==> config.mk <==
export PLATFORM = sky130hd
export DESIGN_NAME = mem_stage
export DESIGN_NICKNAME = d
export VERILOG_FILES = /design/src/rtl/mem_stage_pkg.sv /design/src/rtl/mem_stage_m2w_ff.sv /design/src/rtl/mem_stage.sv
export SDC_FILE = /design/constraint.sdc
export NUM_CORES = 1
export LEC_CHECK = 0
export CAP_MARGIN = 30
export CORE_MARGIN = 2
export CORE_UTILIZATION = 33
export DETAILED_ROUTE_END_ITERATION = 8
export GPL_TIMING_DRIVEN = 0
export PLACE_DENSITY = 0.74
export RECOVER_POWER = 25
export SYNTH_ARGS = -nofsm -noshare
export SYNTH_HDL_FRONTEND = slang
export SYNTH_SLANG_ARGS = --single-unit
==> constraint.sdc <==
create_clock -name clk -period 1.7 [get_ports clk]
set_input_delay 0.425 -clock clk [delete_from_list [all_inputs] [get_ports clk]]
set_output_delay 0.425 -clock clk [all_outputs]
set_load 0.01 [all_outputs]
==> src/rtl/mem_stage_pkg.sv <==
`default_nettype none
// +----------------------------------------------------------------------------+
// | Module      : mem_stage_pkg                                                |
// | Description : Shared types and constants for the pipeline memory stage:    |
// |               access-sequencer state encoding, writeback source codes,     |
// |               alignment-check default and the writeback source mux.        |
// | Revision    : 1.0 - initial release                                        |
// +----------------------------------------------------------------------------+
package mem_stage_pkg;

  // Access sequencer states
  typedef enum logic [1:0] {
    ST_IDLE = 2'b00,  // ready to issue the current instruction's access
    ST_WAIT = 2'b01,  // request accepted, waiting for the cache to finish
    ST_HOLD = 2'b10   // access served, pipeline frozen by the fetch side
  } state_e;

  // Writeback source select codes
  localparam logic [1:0] WB_SEL_MEM = 2'd0;
  localparam logic [1:0] WB_SEL_ALU = 2'd1;
  localparam logic [1:0] WB_SEL_PC  = 2'd2;
  localparam logic [1:0] WB_SEL_IMM = 2'd3;

  // Odd-address memory ops are rejected unless this is cleared
  localparam bit CHECK_ALIGN_DEFAULT = 1'b1;

  function automatic logic [15:0] wb_select(
    input logic [1:0]  sel,
    input logic [15:0] rd_data,
    input logic [15:0] alu_final,
    input logic [15:0] add_pc,
    input logic [15:0] imm8
  );
    logic [15:0] res;
    case (sel)
      WB_SEL_MEM: res = rd_data;
      WB_SEL_ALU: res = alu_final;
      WB_SEL_PC:  res = add_pc;
      default:    res = imm8;
    endcase
    return res;
  endfunction

endpackage
`default_nettype wire

==> src/rtl/mem_stage_m2w_ff.sv <==
`default_nettype none
// +----------------------------------------------------------------------------+
// | Module      : m2w_ff                                                       |
// | Description : Memory/writeback boundary register bank. On load it captures |
// |               the complete writeback record; otherwise it inserts a bubble |
// |               (write enable, dump and error cleared, payload kept).        |
// | Revision    : 1.0 - initial release                                        |
// +----------------------------------------------------------------------------+
// Ports:
//   clk, rst            clock, asynchronous active-low reset
//   load                1 = capture record, 0 = bubble
//   wb_data_i .. instr_i  incoming writeback record
//   wbDataW .. instructionW  registered writeback record
module m2w_ff
  import mem_stage_pkg::*;
(
  input  logic        clk,
  input  logic        rst,
  input  logic        load,
  input  logic [15:0] wb_data_i,
  input  logic        reg_wrt_i,
  input  logic [2:0]  wrt_reg_i,
  input  logic        create_dump_i,
  input  logic        err_i,
  input  logic [15:0] instr_i,
  output logic [15:0] wbDataW,
  output logic        regWrtW,
  output logic [2:0]  wrtRegW,
  output logic        createDumpW,
  output logic        errW,
  output logic [15:0] instructionW
);

  logic [15:0] wb_data_q, wb_data_d;
  logic        reg_wrt_q, reg_wrt_d;
  logic [2:0]  wrt_reg_q, wrt_reg_d;
  logic        create_dump_q, create_dump_d;
  logic        err_q, err_d;
  logic [15:0] instr_q, instr_d;

  always_comb begin
    // Bubble by default: side-effect bits cleared so a frozen instruction
    // cannot retire twice; payload fields simply hold.
    wb_data_d     = wb_data_q;
    reg_wrt_d     = 1'b0;
    wrt_reg_d     = wrt_reg_q;
    create_dump_d = 1'b0;
    err_d         = 1'b0;
    instr_d       = instr_q;
    if (load) begin
      wb_data_d     = wb_data_i;
      reg_wrt_d     = reg_wrt_i;
      wrt_reg_d     = wrt_reg_i;
      create_dump_d = create_dump_i;
      err_d         = err_i;
      instr_d       = instr_i;
    end
  end

  always_ff @(posedge clk or negedge rst) begin
    if (!rst) begin
      wb_data_q     <= 16'h0000;
      reg_wrt_q     <= 1'b0;
      wrt_reg_q     <= 3'b000;
      create_dump_q <= 1'b0;
      err_q         <= 1'b0;
      instr_q       <= 16'h0000;
    end else begin
      wb_data_q     <= wb_data_d;
      reg_wrt_q     <= reg_wrt_d;
      wrt_reg_q     <= wrt_reg_d;
      create_dump_q <= create_dump_d;
      err_q         <= err_d;
      instr_q       <= instr_d;
    end
  end

  assign wbDataW      = wb_data_q;
  assign regWrtW      = reg_wrt_q;
  assign wrtRegW      = wrt_reg_q;
  assign createDumpW  = create_dump_q;
  assign errW         = err_q;
  assign instructionW = instr_q;

endmodule
`default_nettype wire

==> src/rtl/mem_stage.sv <==
`default_nettype none
// +----------------------------------------------------------------------------+
// | Module      : mem_stage                                                    |
// | Description : Pipeline memory stage. Issues one load/store per instruction |
// |               to a multi-cycle data cache, stalls upstream while the       |
// |               access is outstanding, selects the writeback value and       |
// |               registers it into the memory/writeback boundary.             |
// | Revision    : 1.0 - initial release                                        |
// +----------------------------------------------------------------------------+
// Ports:
//   clk, rst                    clock, asynchronous active-low reset
//   *M inputs                   execute/memory latch outputs (aluOutM = address)
//   istall                      fetch-side stall, freezes the whole pipeline
//   memAddr/memDataIn/memRd/memWr      cache request
//   memDataOut/memDone/memStall/memErr cache response
//   dstall                      data-side stall to upstream latches
//   *W outputs                  registered writeback record
module mem_stage
  import mem_stage_pkg::*;
#(
  parameter bit CHECK_ALIGN = CHECK_ALIGN_DEFAULT
) (
  input  logic        clk,
  input  logic        rst,
  input  logic [15:0] aluFinalM,
  input  logic [15:0] addPCM,
  input  logic [15:0] aluOutM,
  input  logic [15:0] wrtDataM,
  input  logic [15:0] imm8M,
  input  logic [15:0] instructionM,
  input  logic        memWrtM,
  input  logic        readEnM,
  input  logic [1:0]  wbDataSelM,
  input  logic        regWrtM,
  input  logic [2:0]  wrtRegM,
  input  logic        createDumpM,
  input  logic        istall,
  output logic [15:0] memAddr,
  output logic [15:0] memDataIn,
  output logic        memRd,
  output logic        memWr,
  input  logic [15:0] memDataOut,
  input  logic        memDone,
  input  logic        memStall,
  input  logic        memErr,
  output logic        dstall,
  output logic [15:0] wbDataW,
  output logic        regWrtW,
  output logic [2:0]  wrtRegW,
  output logic        createDumpW,
  output logic        errW,
  output logic [15:0] instructionW
);

  state_e      state_q, state_d;
  logic [15:0] rd_hold_q, rd_hold_d;
  logic        sticky_q, sticky_d;

  logic        memop;
  logic        misalign;
  logic        req;        // request driven this cycle (before reset gating)
  logic        stall_c;    // stall condition (before reset gating)
  logic        complete;   // cache finishes the access this cycle
  logic        in_hold;
  logic        advance;
  logic        err_now;
  logic [15:0] rd_data;
  logic [15:0] wb_data;
  logic        err_w;

  assign memop    = memWrtM | readEnM;
  assign misalign = CHECK_ALIGN & memop & aluOutM[0];

  // Sequencer: next state and per-cycle request/stall decisions
  always_comb begin
    state_d  = state_q;
    req      = 1'b0;
    stall_c  = 1'b0;
    complete = 1'b0;
    in_hold  = 1'b0;
    case (state_q)
      ST_IDLE: begin
        if (memop && !misalign) begin
          req = 1'b1;
          if (memStall) begin
            // Not accepted: keep presenting the same request
            stall_c = 1'b1;
          end else if (memDone) begin
            complete = 1'b1;
            if (istall) state_d = ST_HOLD;
          end else begin
            stall_c = 1'b1;
            state_d = ST_WAIT;
          end
        end
      end
      ST_WAIT: begin
        if (memDone) begin
          complete = 1'b1;
          state_d  = istall ? ST_HOLD : ST_IDLE;
        end else begin
          stall_c = 1'b1;
        end
      end
      ST_HOLD: begin
        in_hold = 1'b1;
        if (!istall) state_d = ST_IDLE;
      end
      default: state_d = ST_IDLE;
    endcase
  end

  // The request and stall are combinational from the held M inputs, so they
  // are masked directly by reset to stay quiet while it is asserted.
  assign memRd     = rst & req & readEnM;
  assign memWr     = rst & req & memWrtM;
  assign memAddr   = (rst & req) ? aluOutM  : 16'h0000;
  assign memDataIn = (rst & req) ? wrtDataM : 16'h0000;
  assign dstall    = rst & stall_c;

  assign advance = ~istall & ~dstall;

  // Captured on every completion (hit or miss) so a frozen pipeline in HOLD
  // still sees the served data after memDataOut has moved on.
  assign rd_hold_d = complete ? memDataOut : rd_hold_q;
  assign rd_data   = in_hold ? rd_hold_q : memDataOut;
  assign wb_data   = wb_select(wbDataSelM, rd_data, aluFinalM, addPCM, imm8M);

  assign err_now  = complete & memErr;
  assign sticky_d = advance ? 1'b0 : (sticky_q | err_now);
  assign err_w    = misalign | err_now | sticky_q;

  always_ff @(posedge clk or negedge rst) begin
    if (!rst) begin
      state_q   <= ST_IDLE;
      rd_hold_q <= 16'h0000;
      sticky_q  <= 1'b0;
    end else begin
      state_q   <= state_d;
      rd_hold_q <= rd_hold_d;
      sticky_q  <= sticky_d;
    end
  end

  m2w_ff u_m2w_ff (
    .clk           (clk),
    .rst           (rst),
    .load          (advance),
    .wb_data_i     (wb_data),
    .reg_wrt_i     (regWrtM),
    .wrt_reg_i     (wrtRegM),
    .create_dump_i (createDumpM),
    .err_i         (err_w),
    .instr_i       (instructionM),
    .wbDataW       (wbDataW),
    .regWrtW       (regWrtW),
    .wrtRegW       (wrtRegW),
    .createDumpW   (createDumpW),
    .errW          (errW),
    .instructionW  (instructionW)
  );

endmodule
`default_nettype wire

==> flow_results.org <==
** Status
- The run finished, with violations left.
- Violated checks :: setup timing

** Global route
- The initial antenna violation count is 0.
- Maximum number of pins on one net before global-route repair :: 35
- Total congestion overflow :: 0
- The number of global-route vias before repair came to about 3300.
- The first global-routing pass estimated roughly 18000 um of wire.
- Overall global routing resource usage :: a little under a quarter

** STA
- Final critical delay including setup and external delays :: 2090 ps
- Measured against its own limit, the worst slew margin works out to 12.4%.
- Setup repair after global routing could not meet its margin everywhere.
- Setup violations remaining at the end of the flow were counted as 81.
- Max Transition Viols Final :: 0
- The count of final hold-check violations came to 0.
- Slew of the pin with the lowest slew margin :: between 1000 and 1500 ps
- In the finished design, the share of the clock period the worst path needs comes to 123%.
- Setup slack after layout :: -392 ps
- Smallest hold slack :: between 400 and 500 ps
- Maximum frequency from static timing analysis :: 478 MHz
- For the final database, setup skew stands at about 6.4 ps.

** Setup path
- The largest single stage delay on the critical path is 460 ps.
- Critical Path Sink Type :: output pin
- Crit path buffers/inverters :: 4
- Startpoint types :: flip-flop
- CP Max Fanout :: 5
- Grouping stages by cell kind, the critical path spends the most delay in flip-flops.
- By instance count, the cell type seen most on the critical path is sky130_fd_sc_hd__buf_6.
- STA puts the critical path data arrival time at between 1500 and 2000 ps.
- At the worst endpoint, the required time is between 1000 and 1500 ps.
- Critical-path cell with the highest stage delay :: sky130_fd_sc_hd__dfrtp_2
- Walking the worst path, the cells encountered are nand2b_4, a221o_1, buf_6, clkbuf_16, clkinv_4, buf_6.
- Type of the worst setup path :: reg -> out

** Power and ir drop
- Portion of total power attributed to the clock network :: 28.9%
- Combinational Power Share :: 34.0%
- For this design the ratio of total power to cell area is about 770 mW/mm^2.
- IR drop worst, VDD :: 0.412 mV
- Static leakage power :: ~2.9 nW
- Part of the power in registers :: between 30% and 40%
- Internal power comes to around 3.4 mW.
- Switching share of power :: between 20% and 30%
- For this design the total switching power over the nets is between 1 and 1.5 mW.

** Floorplan
- Boundary Pins :: 200
- Row generation in the floorplan step produced 35 rows.
- The die is ~100 um wide.
- The die is ~100 um tall.
- The total area inside the core boundary comes to around 0.0092 sq mm.
- Starting utilization of the core area :: between 30% and 40%
- Die ar. :: 0.0101 sq mm

** Placement
- In this run, placement finished with an instance count of 595.
- Timing analysis after detailed placement gives a worst setup slack of -1670 ps.
- Routability-driven placement finished with a final weighted congestion of ~0.87.
- Total of buffers placed on input and output ports :: 195
- Once detailed placement completed, the half-perimeter wirelength came to roughly 8600 um.
- The placed instances occupy a cell area of between 0.005 and 0.006 sq mm.

** Drt
- Dividing the detail-routed wire length by the instance count gives 19.5 um.
- After the first detailed-routing iteration, the DRC count stood at 160.
- Wires add up to 12400 um.
- In the routed layout, each cell is associated on average with a via count of around 5.
- Antenna viol nets, final :: 0
- Detailed Routing Iterations Pass 1 :: 4
- The final route contains 3219 vias.
- Residual DRC count :: 0

** Synthesis
- After synthesis the cells add up to 0.00309 sq mm.
- Synth warnings :: 0
- In this run, distinct cell masters in the synthesized netlist total 30.
- In this run the biggest area consumer among cell types represents ~46% of the synthesized area.
- A synthesized cell averages 10.7 sq um.
- After synthesis, the cell types taking the most area are sky130_fd_sc_hd__dfrtp_1, sky130_fd_sc_hd__mux2_2, sky130_fd_sc_hd__and2_1, sky130_fd_sc_hd__mux2_4, sky130_fd_sc_hd__nor2_1.
- Flip-flop and latch count after synthesis :: 57
- Counting flops with a built-in enable in the synthesized netlist gives 0.
- Most used DFF post-synth :: sky130_fd_sc_hd__dfrtp_1
- After technology mapping, the gate count stands at 288.
- Library cell with the largest summed area after synthesis :: sky130_fd_sc_hd__dfrtp_1
- Number of nets in the synthesized netlist :: between 400 and 500
- Sequential area share after synthesis :: a little under half
- Post-synthesis async set-or-reset flop share :: 100%

** Clock tree
- TritonCTS clock tree :: yes
- Skew-Pair Late Insertion Delay :: 340 ps
- Clock-pin slew was measured on the worst setup and hold paths at around 60 ps.
- TritonCTS created 9 clock buffers.
- The clock net in this run drives a total of between 50 and 60 sinks.
- H-Tree Depth :: 3
- The longest clock path from root to sink contains 2 buffers.
- Buffer cell driving the clock tree root :: sky130_fd_sc_hd__clkbuf_8

** Final layout
- Post-layout instance count excluding filler cells :: between 600 and 700
- Layout overhead on the synthesized area :: 97.8%
- At the end of the flow, the number of nets in the layout was around 650.
- The repair_antennas step left the layout with diodes totalling 0.
- Once layout is complete, the utilization of the core stands at between 60% and 70%.
- With fillers left out, the area of the finished cells amounts to about 0.006 sq mm.
- Share of post-route cells with drive strength above 1 :: 33.4%

** Run
- Max-cap violations in this run came to 0.

** Worst hold path
- Hold/Removal Path Class :: in -> async
-- Yosys cell counts (2+ instances only) --
master	number
sky130_fd_sc_hd__a21oi_1	17
sky130_fd_sc_hd__a32o_1	16
sky130_fd_sc_hd__and2_1	35
sky130_fd_sc_hd__buf_12	2
sky130_fd_sc_hd__buf_2	4
sky130_fd_sc_hd__buf_4	3
sky130_fd_sc_hd__clkbuf_1	13
sky130_fd_sc_hd__dfrtp_1	57
sky130_fd_sc_hd__inv_1	3
sky130_fd_sc_hd__mux2_2	22
sky130_fd_sc_hd__mux2_4	13
sky130_fd_sc_hd__mux2i_1	16
sky130_fd_sc_hd__nand2b_1	2
sky130_fd_sc_hd__nor2_1	51
sky130_fd_sc_hd__nor2b_1	3
sky130_fd_sc_hd__nor3_1	2
sky130_fd_sc_hd__o22ai_1	16
-- layout by cell type, fill, tap and decap left out, types with 3 or more instances in the layout --
cell,count
sky130_fd_sc_hd__a21oi_1,16
sky130_fd_sc_hd__a32o_1,16
sky130_fd_sc_hd__and2_4,33
sky130_fd_sc_hd__buf_12,7
sky130_fd_sc_hd__buf_2,3
sky130_fd_sc_hd__buf_4,6
sky130_fd_sc_hd__buf_6,43
sky130_fd_sc_hd__buf_8,11
sky130_fd_sc_hd__clkbuf_1,10
sky130_fd_sc_hd__clkbuf_8,13
sky130_fd_sc_hd__clkdlybuf4s15_1,3
sky130_fd_sc_hd__clkdlybuf4s50_1,130
sky130_fd_sc_hd__dfrtp_1,56
sky130_fd_sc_hd__dlygate4sd2_1,6
sky130_fd_sc_hd__dlymetal6s2s_1,21
sky130_fd_sc_hd__mux2_2,17
sky130_fd_sc_hd__mux2_4,18
sky130_fd_sc_hd__mux2i_1,13
sky130_fd_sc_hd__nand2b_4,3
sky130_fd_sc_hd__nor2_1,51
sky130_fd_sc_hd__o22ai_1,15
-- power by group through the flow --
stage	Combinational [mW]	Clock, mW	Sequential [mW]
after floorplan	0.535	0	1.79
after global placement	1.33	0	1.74
after detailed placement	1.37	0	1.75
after CTS	1.57	1.38	1.73
after global routing	1.69	1.45	1.77
final	1.60	1.36	1.74
-- kinds of logic after synthesis --
family	share of synthesized area, %
AND/OR/NAND/NOR	15.4
flip-flops	46.2
AO/OA/AOI/OAI	13.3
multiplexers	19.5
buffers and inverters	5.47
other	0.121
-- final cells by class --
class / count / area (sq um)
fillers: 680 / 3050
repair buffers: 223 / 2410
multi-input cells: 204 / 1680
flip-flops and latches: 57 / 1430
plain buffers: 22 / 215
clock buffers: 13 / 179
well taps: 111 / 139
clock inverters: 2 / 35.0
inverters: 3 / 16.3
-- per-stage QoR --
stage / TNS [ps] / power [mW]
after floorplan: -2820 / 2.32
after global placement: -316040 / 3.07
after detailed placement: -90770 / 3.12
after CTS: -17450 / 4.68
after global routing: -20740 / 4.91
final: -17030 / 4.69
-- timing repair --
action,4_1_cts,5_1_grt
endpoints found under the setup margin,94,102
hold endpoints to repair,34,0
resized for setup,242,76
hold buffers,1,0
gates cloned,8,0
pin swaps,39,7
setup buffers,14,7
-- sequential cells by signal, indices dropped and copies added, names as in the netlist --
| name | cells |
|---|---|
| rd_hold_q | 16 |
| state_q | 2 |
| sticky_q | 1 |
| u_m2w_ff.createDumpW | 1 |
| u_m2w_ff.errW | 1 |
| u_m2w_ff.instructionW | 16 |
| u_m2w_ff.regWrtW | 1 |
| u_m2w_ff.wbDataW | 16 |
| u_m2w_ff.wrtRegW | 3 |
-- worst paths after layout --
path                                     startpoint                   end  slack (ps)  cells after the start
worst max-delay path                     state_q[0]                dstall        -390                      6
worst min-delay path                            rst      u_m2w_ff.regWrtW         400                      2
worst max register to register           state_q[0]   u_m2w_ff.wrtRegW[2]        -320                      9
worst min register to register  u_m2w_ff.wbDataW[9]   u_m2w_ff.wbDataW[9]         490                      1
max in group asynchronous                       rst  u_m2w_ff.wbDataW[11]         350                      2
min in group clk                            memDone            state_q[0]         460                      2
-- metal layers --
| metal | track usage (%) | vias to the layer above | wire, um |
|---|---|---|---|
| li1 | - | 1474 | - |
| met1 | 27.1 | 1558 | 4590 |
| met2 | 41.4 | 169 | 6330 |
| met3 | 7.35 | 18 | 1120 |
| met4 | 7.27 | 0 | 320 |
| met5 | 0 | - | 0 |
Note: power is estimated with default switching activity, not from simulation.
